<file path="src/rtl/goertzel_tone_gen.sv">
// Tone-burst synthesiser: zero-input resonator y(n) = y(n-1) - y(n-2) emitting
// N samples of A*sin(pi*n/3) over a valid/ready stream, one per i_clken slot.
module goertzel_tone_gen #(
  parameter int IW = 12,
  parameter int OW = 16,
  parameter int N  = 126
) (
  input  logic                 i_clk,
  input  logic                 i_rst_n,
  input  logic                 i_clken,
  input  logic                 i_start,
  input  logic                 i_stop,
  input  logic signed [IW-1:0] i_amplitude,
  input  logic                 i_ready,
  output logic signed [OW-1:0] o_sample,
  output logic                 o_valid,
  output logic                 o_last,
  output logic                 o_busy,
  output logic                 o_done
);

  localparam int NW = (N > 1) ? $clog2(N) : 1;
  localparam logic [NW-1:0] LAST_IDX = NW'(N - 1);
  localparam logic [NW-1:0] ONE_IDX = NW'(1'b1);
  // 111/128 approximates sin(pi/3); product kept at IW+8 bits so it cannot overflow
  localparam logic signed [IW+7:0] SIN_COEF = (IW+8)'(8'd111);

  typedef enum logic [1:0] {
    ST_IDLE = 2'd0,
    ST_WAIT = 2'd1,
    ST_HOLD = 2'd2
  } state_t;

  // Seed B = floor(A*111/128), sign-extended to the output width.
  function automatic logic signed [OW-1:0] seed_of(input logic signed [IW-1:0] amp);
    logic signed [IW+7:0] prod;
    prod = (IW+8)'(amp) * SIN_COEF;
    return OW'(prod >>> 3'd7);
  endfunction

  state_t               state_r, state_s;
  logic signed [OW-1:0] s0_r, s0_s;
  logic signed [OW-1:0] s1_r, s1_s;
  logic [NW-1:0]        n_r, n_s;
  logic                 valid_r, valid_s;
  logic                 done_r, done_s;
  logic                 busy_r, busy_s;
  logic                 last_r, last_s;

  // Next-state, resonator advance and registered-output precomputation.
  always_comb begin
    state_s = state_r;
    s0_s    = s0_r;
    s1_s    = s1_r;
    n_s     = n_r;
    valid_s = valid_r;
    done_s  = 1'b0;
    case (state_r)
      ST_IDLE: begin
        if (i_start && !i_stop) begin
          s0_s    = {OW{1'b0}};
          s1_s    = seed_of(i_amplitude);
          n_s     = {NW{1'b0}};
          state_s = ST_WAIT;
        end else begin
          state_s = ST_IDLE;
        end
      end
      ST_WAIT: begin
        if (i_stop) begin
          valid_s = 1'b0;
          state_s = ST_IDLE;
        end else if (i_clken) begin
          valid_s = 1'b1;
          state_s = ST_HOLD;
        end else begin
          state_s = ST_WAIT;
        end
      end
      ST_HOLD: begin
        if (i_stop) begin
          valid_s = 1'b0;
          state_s = ST_IDLE;
        end else if (i_ready) begin
          valid_s = 1'b0;
          if (n_r == LAST_IDX) begin
            done_s  = 1'b1;
            state_s = ST_IDLE;
          end else begin
            n_s     = n_r + ONE_IDX;
            s0_s    = s1_r;
            s1_s    = s1_r - s0_r;
            state_s = ST_WAIT;
          end
        end else begin
          state_s = ST_HOLD;
        end
      end
      default: begin
        valid_s = 1'b0;
        state_s = ST_IDLE;
      end
    endcase
    busy_s = (state_s != ST_IDLE);
    last_s = valid_s && (n_s == LAST_IDX);
  end

  // State, datapath and output registers.
  always_ff @(posedge i_clk or negedge i_rst_n) begin
    if (!i_rst_n) begin
      state_r <= ST_IDLE;
      s0_r    <= {OW{1'b0}};
      s1_r    <= {OW{1'b0}};
      n_r     <= {NW{1'b0}};
      valid_r <= 1'b0;
      done_r  <= 1'b0;
      busy_r  <= 1'b0;
      last_r  <= 1'b0;
    end else begin
      state_r <= state_s;
      s0_r    <= s0_s;
      s1_r    <= s1_s;
      n_r     <= n_s;
      valid_r <= valid_s;
      done_r  <= done_s;
      busy_r  <= busy_s;
      last_r  <= last_s;
    end
  end

  assign o_sample = s0_r;
  assign o_valid  = valid_r;
  assign o_last   = last_r;
  assign o_busy   = busy_r;
  assign o_done   = done_r;

endmodule

</file>
<file path="config.mk">
export PLATFORM = sky130hd
export DESIGN_NAME = goertzel_tone_gen
export DESIGN_NICKNAME = d
export VERILOG_FILES = /design/src/rtl/goertzel_tone_gen.sv
export SDC_FILE = /design/constraint.sdc
export NUM_CORES = 1
export LEC_CHECK = 0
export BUFFER_PORTS_ARGS = -buffer_cell sky130_fd_sc_hd__buf_4
export CAP_MARGIN = 20
export CELL_PAD_IN_SITES_DETAIL_PLACEMENT = 1
export CELL_PAD_IN_SITES_GLOBAL_PLACEMENT = 1
export CORE_ASPECT_RATIO = 0.75
export CORE_MARGIN = 2
export CORE_UTILIZATION = 51
export CTS_CLUSTER_SIZE = 10
export DETAILED_ROUTE_END_ITERATION = 7
export PLACE_DENSITY_LB_ADDON = 0.1
export SYNTH_ARGS = -nofsm -noshare
export SYNTH_HDL_FRONTEND = slang
export SYNTH_SLANG_ARGS = --single-unit
export TNS_END_PERCENT = 30
</file>
<file path="constraint.sdc">
create_clock -name i_clk -period 4.3 [get_ports i_clk]
set_input_delay 0.43 -clock i_clk [delete_from_list [all_inputs] [get_ports i_clk]]
set_output_delay 0.43 -clock i_clk [all_outputs]
set_load 0.02 [all_outputs]
</file>
Word level (Yosys, flattened, before mapping)
Cells that the tools add are included.
{"block": "word_totals", "ff_bits": 45, "elab_cells": 57, "inputBits": 18, "output_inout_bits": 20}
{"block": "op_classes", "addsub": 2, "reduce_logical": 7, "eq_ne": 8, "mul": 1, "muxes": 31}
{"op": "16-bit 2-to-1 mux", "n": 8}
{"op": "16-bit one-hot mux with 2 select lines", "n": 2}
{"op": "7-bit 2-to-1 mux", "n": 4}
{"op": "12-bit by 8-bit multiplier with 20-bit output, second input constant", "n": 1}
{"op": "16-bit subtractor", "n": 1}
{"op": "7-bit == test, second input constant", "n": 2}
{"op": "7-bit one-hot mux with 2 select lines", "n": 1}
{"op": "1-bit 2-to-1 mux", "n": 10}
{"op": "2-bit 2-to-1 mux", "n": 4}
{"op": "2-bit inequality test, second input constant", "n": 4}
{"op": "7-bit by 1-bit adder with 7-bit output, second input constant", "n": 1}
{"op": "2-bit one-hot mux with 3 select lines", "n": 1}
{"op": "5-bit AND reduction", "n": 1}
{"op": "2-bit nonzero test", "n": 2}
{"op": "1-bit one-hot mux with 3 select lines", "n": 1}
{"op": "2-bit by 1-bit == test with 1-bit output, second input constant", "n": 1}
{"op": "2-bit == test, second input constant", "n": 1}
{"op": "1-bit logical AND", "n": 2}
{"op": "2-bit logical NOT", "n": 1}
{"op": "1-bit logical NOT", "n": 1}

Logic depth before layout (Yosys ltp)
{"block": "depth", "ltp_word": 7, "ltp_mapped": 17, "mapped_depth_nobuf": 17}

Worst setup path after synthesis
No wires, ideal clock.
{"block": "synth_timing", "kind": "input to register", "from": "in i_amplitude[5]", "to": "reg s1_r[15]", "stages": 16, "t_arrival_ns": 4.050, "setup_time_ns": 0.087, "path_buffers": 0, "t_required_ns": 4.213, "slack_ns": 0.163, "cell_sequence": "ha_1 xor2_1 ha_1 a21oi_1 fa_1 fa_1 inv_1 ha_1 a21o_1 a21o_1 a21oi_1 o2bb2ai_1 o31ai_1 mux2i_1 nor2_1 a211oi_2"}
{"block": "synth_via", "elab_chain_len": 3}
{"element": "start, declared", "line_no": "13", "source": "input logic signed [IW-1:0] i_amplitude,"}
{"element": "12-bit by 8-bit multiplier with 20-bit output", "line_no": "37", "source": "prod = (IW+8)'(amp) * SIN_COEF;"}
{"element": "16-bit 2-to-1 mux", "line_no": "60", "source": "if (i_start && !i_stop) begin"}
{"element": "16-bit one-hot mux with 2 select lines", "line_no": "58", "source": "case (state_r)"}
{"element": "end signal, assigned", "line_no": "113", "source": "s1_r <= {OW{1'b0}};"}
{"element": "end signal, assigned", "line_no": "122", "source": "s1_r <= s1_s;"}
{"element": "end, declared", "line_no": "43", "source": "logic signed [OW-1:0] s1_r, s1_s;"}
No other way between the ends. The select of a mux whose other input is x is not followed.
A chain may end at the register's enable or synchronous reset.

Worst setup path after layout
{"block": "layout_timing", "from": "in i_amplitude[1]", "to": "reg s1_r[7]"}
The elaborated chain is that of the path after synthesis.

==> results by group <==
Run
  – MaxCap Viol Count: 0

Clocking
  – Root Driver: clkbuf_16
  – H-tree levels: 2
  – Clk Latency, worst-skew pair: 0.29 ns
  – Clock tree buffer depth: 2
  – # hold bufs at CTS: 0
  – Total CTS buffers: 5
  – Clk slew on worst S/H paths: 0.06 ns
  – TritonCTS clock tree: done
  – Number of clock sinks: 45

Power and ir drop
  – Internal power: 1.94 mW
  – Leak: 2.93 nW
  – Logic pwr share: 72.7%
  – Power per standard cell area: 629 mW/mm^2
  – Net Sw Frac: 46.8%
  – Clk pwr share: 10.6%
  – Sequential share of power: 16.7%
  – VDD IR max: 0.252 mV
  – Switching pwr: 1.71 mW

Synthesis
  – Syn Area/Cell: 8.72 um^2
  – Adder and majority cell fraction of the synthesized area: 31.5%
  – XOR/XNOR Fraction of Synth Area: 4.52%
  – Area share of the largest cell type after synthesis: 23.3%
  – Synth area leader: dfrtp_1
  – Largest family of logic cells by synthesized area: adder cells
  – Async SR Flop Fraction: 100%
  – Synth unique cells: 56
  – Synth Net Count: 674
  – Multiplexer share of the synthesized area: 0.517%
  – Post-synthesis register bit count: 45
  – Post-synthesis simple-gate area fraction: 14.5%
  – Largest cells by area after synthesis: dfrtp_1 23%, ha_1 17%, fa_1 14%
  – Yosys warnings: 0
  – Sequential area share after synthesis: 23.3%
  – Post-synth top flop: dfrtp_1
  – Post-synthesis compound-gate area fraction: 17.3%
  – Post-synth EDFFs: 0
  – Post-synthesis instance total: 555
  – Synthesized area: 0.00484 mm^2

Worst setup path
  – Element type at the critical path start: input port
  – Critical path capture point type: flip-flop
  – Crit Path Class: in -> reg
  – Arr. time, crit path: 4.44 ns
  – Max FO, Critical Path: 4
  – Worst EP required: 4.52 ns

Timing
  – Slew Limit Fails: 0
  – Fmax: 237 MHz
  – Post-route clock skew: 0.00207 ns
  – Relative slew slack: 35.9%
  – Minimum clock period: 4.23 ns
  – Fin Setup TNS: 0 ns
  – Final count of hold timing violations: 0
  – Final critical-path share of the clock period: 98.3%
  – # setup viols final: 0
  – Tightest Pin Transition: 0.958 ns

Global route
  – Number of global-route vias before repair: 4679
  – GR Util All Layers: 27.8%
  – First-pass GRT wire length: 22.3 mm
  – Gr ovfl total: 0
  – Largest net degree at the start of global routing: 46
  – Initial antenna violation count: 0

Finish
  – Ant diodes: 0
  – Nets: 746
  – Share of cells above drive strength 1: 18.2%
  – Cell area after layout: 0.00581 mm^2
  – Final Core Density: 63.7%
  – Layout fillers: 1068
  – Most common cell after layout, fill and taps aside: inv_1
  – Post-Layout Cell Count: 756
  – Area Growth Syn to Fin: 20.0%
  – Most frequent cells in the layout: 94 x inv_1, 75 x buf_4, 62 x ha_1

Placed design
  – Placed cells: 745
  – Placer Congestion: 0.912
  – DP HPWL: 10.6 mm
  – Placed Area: 0.00551 mm^2
  – Port bufs: 37

Detailed routing
  – Vias per cell: 5.68
  – Iteration-0 DRC Markers: 237
  – DR WL/cell: 18.2 um
  – DRC: 0
  – Pre-antenna DRT Iters: 4
  – Via total after detailed routing: 4295
  – Final WL: 13.8 mm
  – Final ANT Viol Nets: 0

Floorplanning
  – Die area: 0.0103 mm^2
  – Core box area: 0.00912 mm^2
  – I/O Pins: 38
  – Die Span Y: 88.4 um
  – Initial Utilization: 53.1%
  – Cell Rows: 30
  – Die width: 117 um

Outcome
  – Outcome: completed

Hold path
  – Hold crit path type: in -> async
-- power by group through the flow --
stage | clock network, mW | logic, mW | registers, mW
6_report | 0.386 | 2.66 | 0.612
3_3_place_gp | 0 | 2.26 | 0.610
4_1_cts | 0.389 | 2.47 | 0.608
5_1_grt | 0.407 | 2.94 | 0.623
3_5_place_dp | 0 | 2.43 | 0.615
2_1_floorplan | 0 | 1.65 | 0.612
-- cell type report --
class | count | area [um^2] | share of cell area [%]
Inverter | 94 | 353 | 6.07
Sequential cell | 45 | 1130 | 19.4
Clock inverter | 3 | 17.5 | 0.302
Timing Repair Buffer | 78 | 613 | 10.6
Clock buffer | 5 | 125 | 2.15
Multi-Input combinational cell | 403 | 3410 | 58.8
Tap cell | 128 | 160 | 2.76
-- through the flow --
stage               power [mW]  hold WS, ns  worst slack (ns)
finish                    3.66        0.142            0.0725
global route              3.97        0.182            -0.154
CTS                       3.46        0.164            0.0316
detailed placement        3.05        0.474            -0.358
global placement          2.87        0.468           -0.0580
floorplan                 2.27        0.134             0.163
-- flip-flops by register name, indices dropped and copies added (netlist names) --
| register | count |
|---|---|
| o_busy | 1 |
| n_r | 7 |
| o_valid | 1 |
| o_last | 1 |
| o_done | 1 |
| o_sample | 16 |
| s1_r | 16 |
| state_r | 2 |
-- worst paths after layout --
check	start	endpoint	slack (ns)	cells past startpoint
worst max-delay path	i_amplitude[1]	s1_r[7]	0.07	18
worst min-delay path	i_rst_n	s1_r[0]	0.14	1
worst max register to register	state_r[1]	s1_r[11]	1.42	10
worst min register to register	s1_r[7]	o_sample[7]	0.52	2
max in group asynchronous	i_rst_n	o_sample[10]	3.74	1
min in group i_clk	i_stop	state_r[1]	0.34	2
-- worst max-delay path, cell delays in order --
cell      delay (ns)
buf_4           0.13
buf_4           0.14
ha_1            0.33
ha_1            0.31
inv_1           0.06
fa_1            0.55
inv_1           0.07
fa_1            0.54
ha_1            0.20
inv_1           0.09
a221o_1         0.40
a31oi_4         0.30
buf_6           0.15
a21oi_2         0.08
o21bai_1        0.22
xor2_1          0.20
nand2_1         0.11
a21oi_2         0.13
-- metal layers --
layer  wire [um]  GRT usage [%]  up-vias
met5           0              0        -
met3         332           3.97       15
met2        7150           51.1       63
met4         131           5.84        0
met1        6170           35.0     2211
li1            -              -     2006
-- timing repair --
| action | in CTS | in global routing |
|---|---|---|
| endpoints found under the setup margin | 4 | 9 |
| gates resized for setup | 2 | 18 |
| pin swaps | 1 | 9 |
| buffers inserted | 0 | 1 |
-- Yosys cell counts, drive strengths merged (9+ instances only) --
master / n
inv: 94
o21ai: 30
xor2: 14
xnor2: 11
a21oi: 38
clkbuf: 10
nor2: 30
fa: 35
dfrtp: 45
a21o: 9
nand2: 53
ha: 66
nand3: 23
a31oi: 11
-- kinds of logic (layout without fill, tap and decap cells) --
logic type / after synthesis / in the layout
buffers and inverters: 107 / 180
AND/OR/NAND/NOR: 149 / 149
AO/OA/AOI/OAI: 126 / 126
XOR/XNOR: 25 / 25
flip-flops: 45 / 45
adder cells (fa/ha/maj): 101 / 101
multiplexers: 2 / 2
Note: power is estimated with default switching activity, not from simulation.
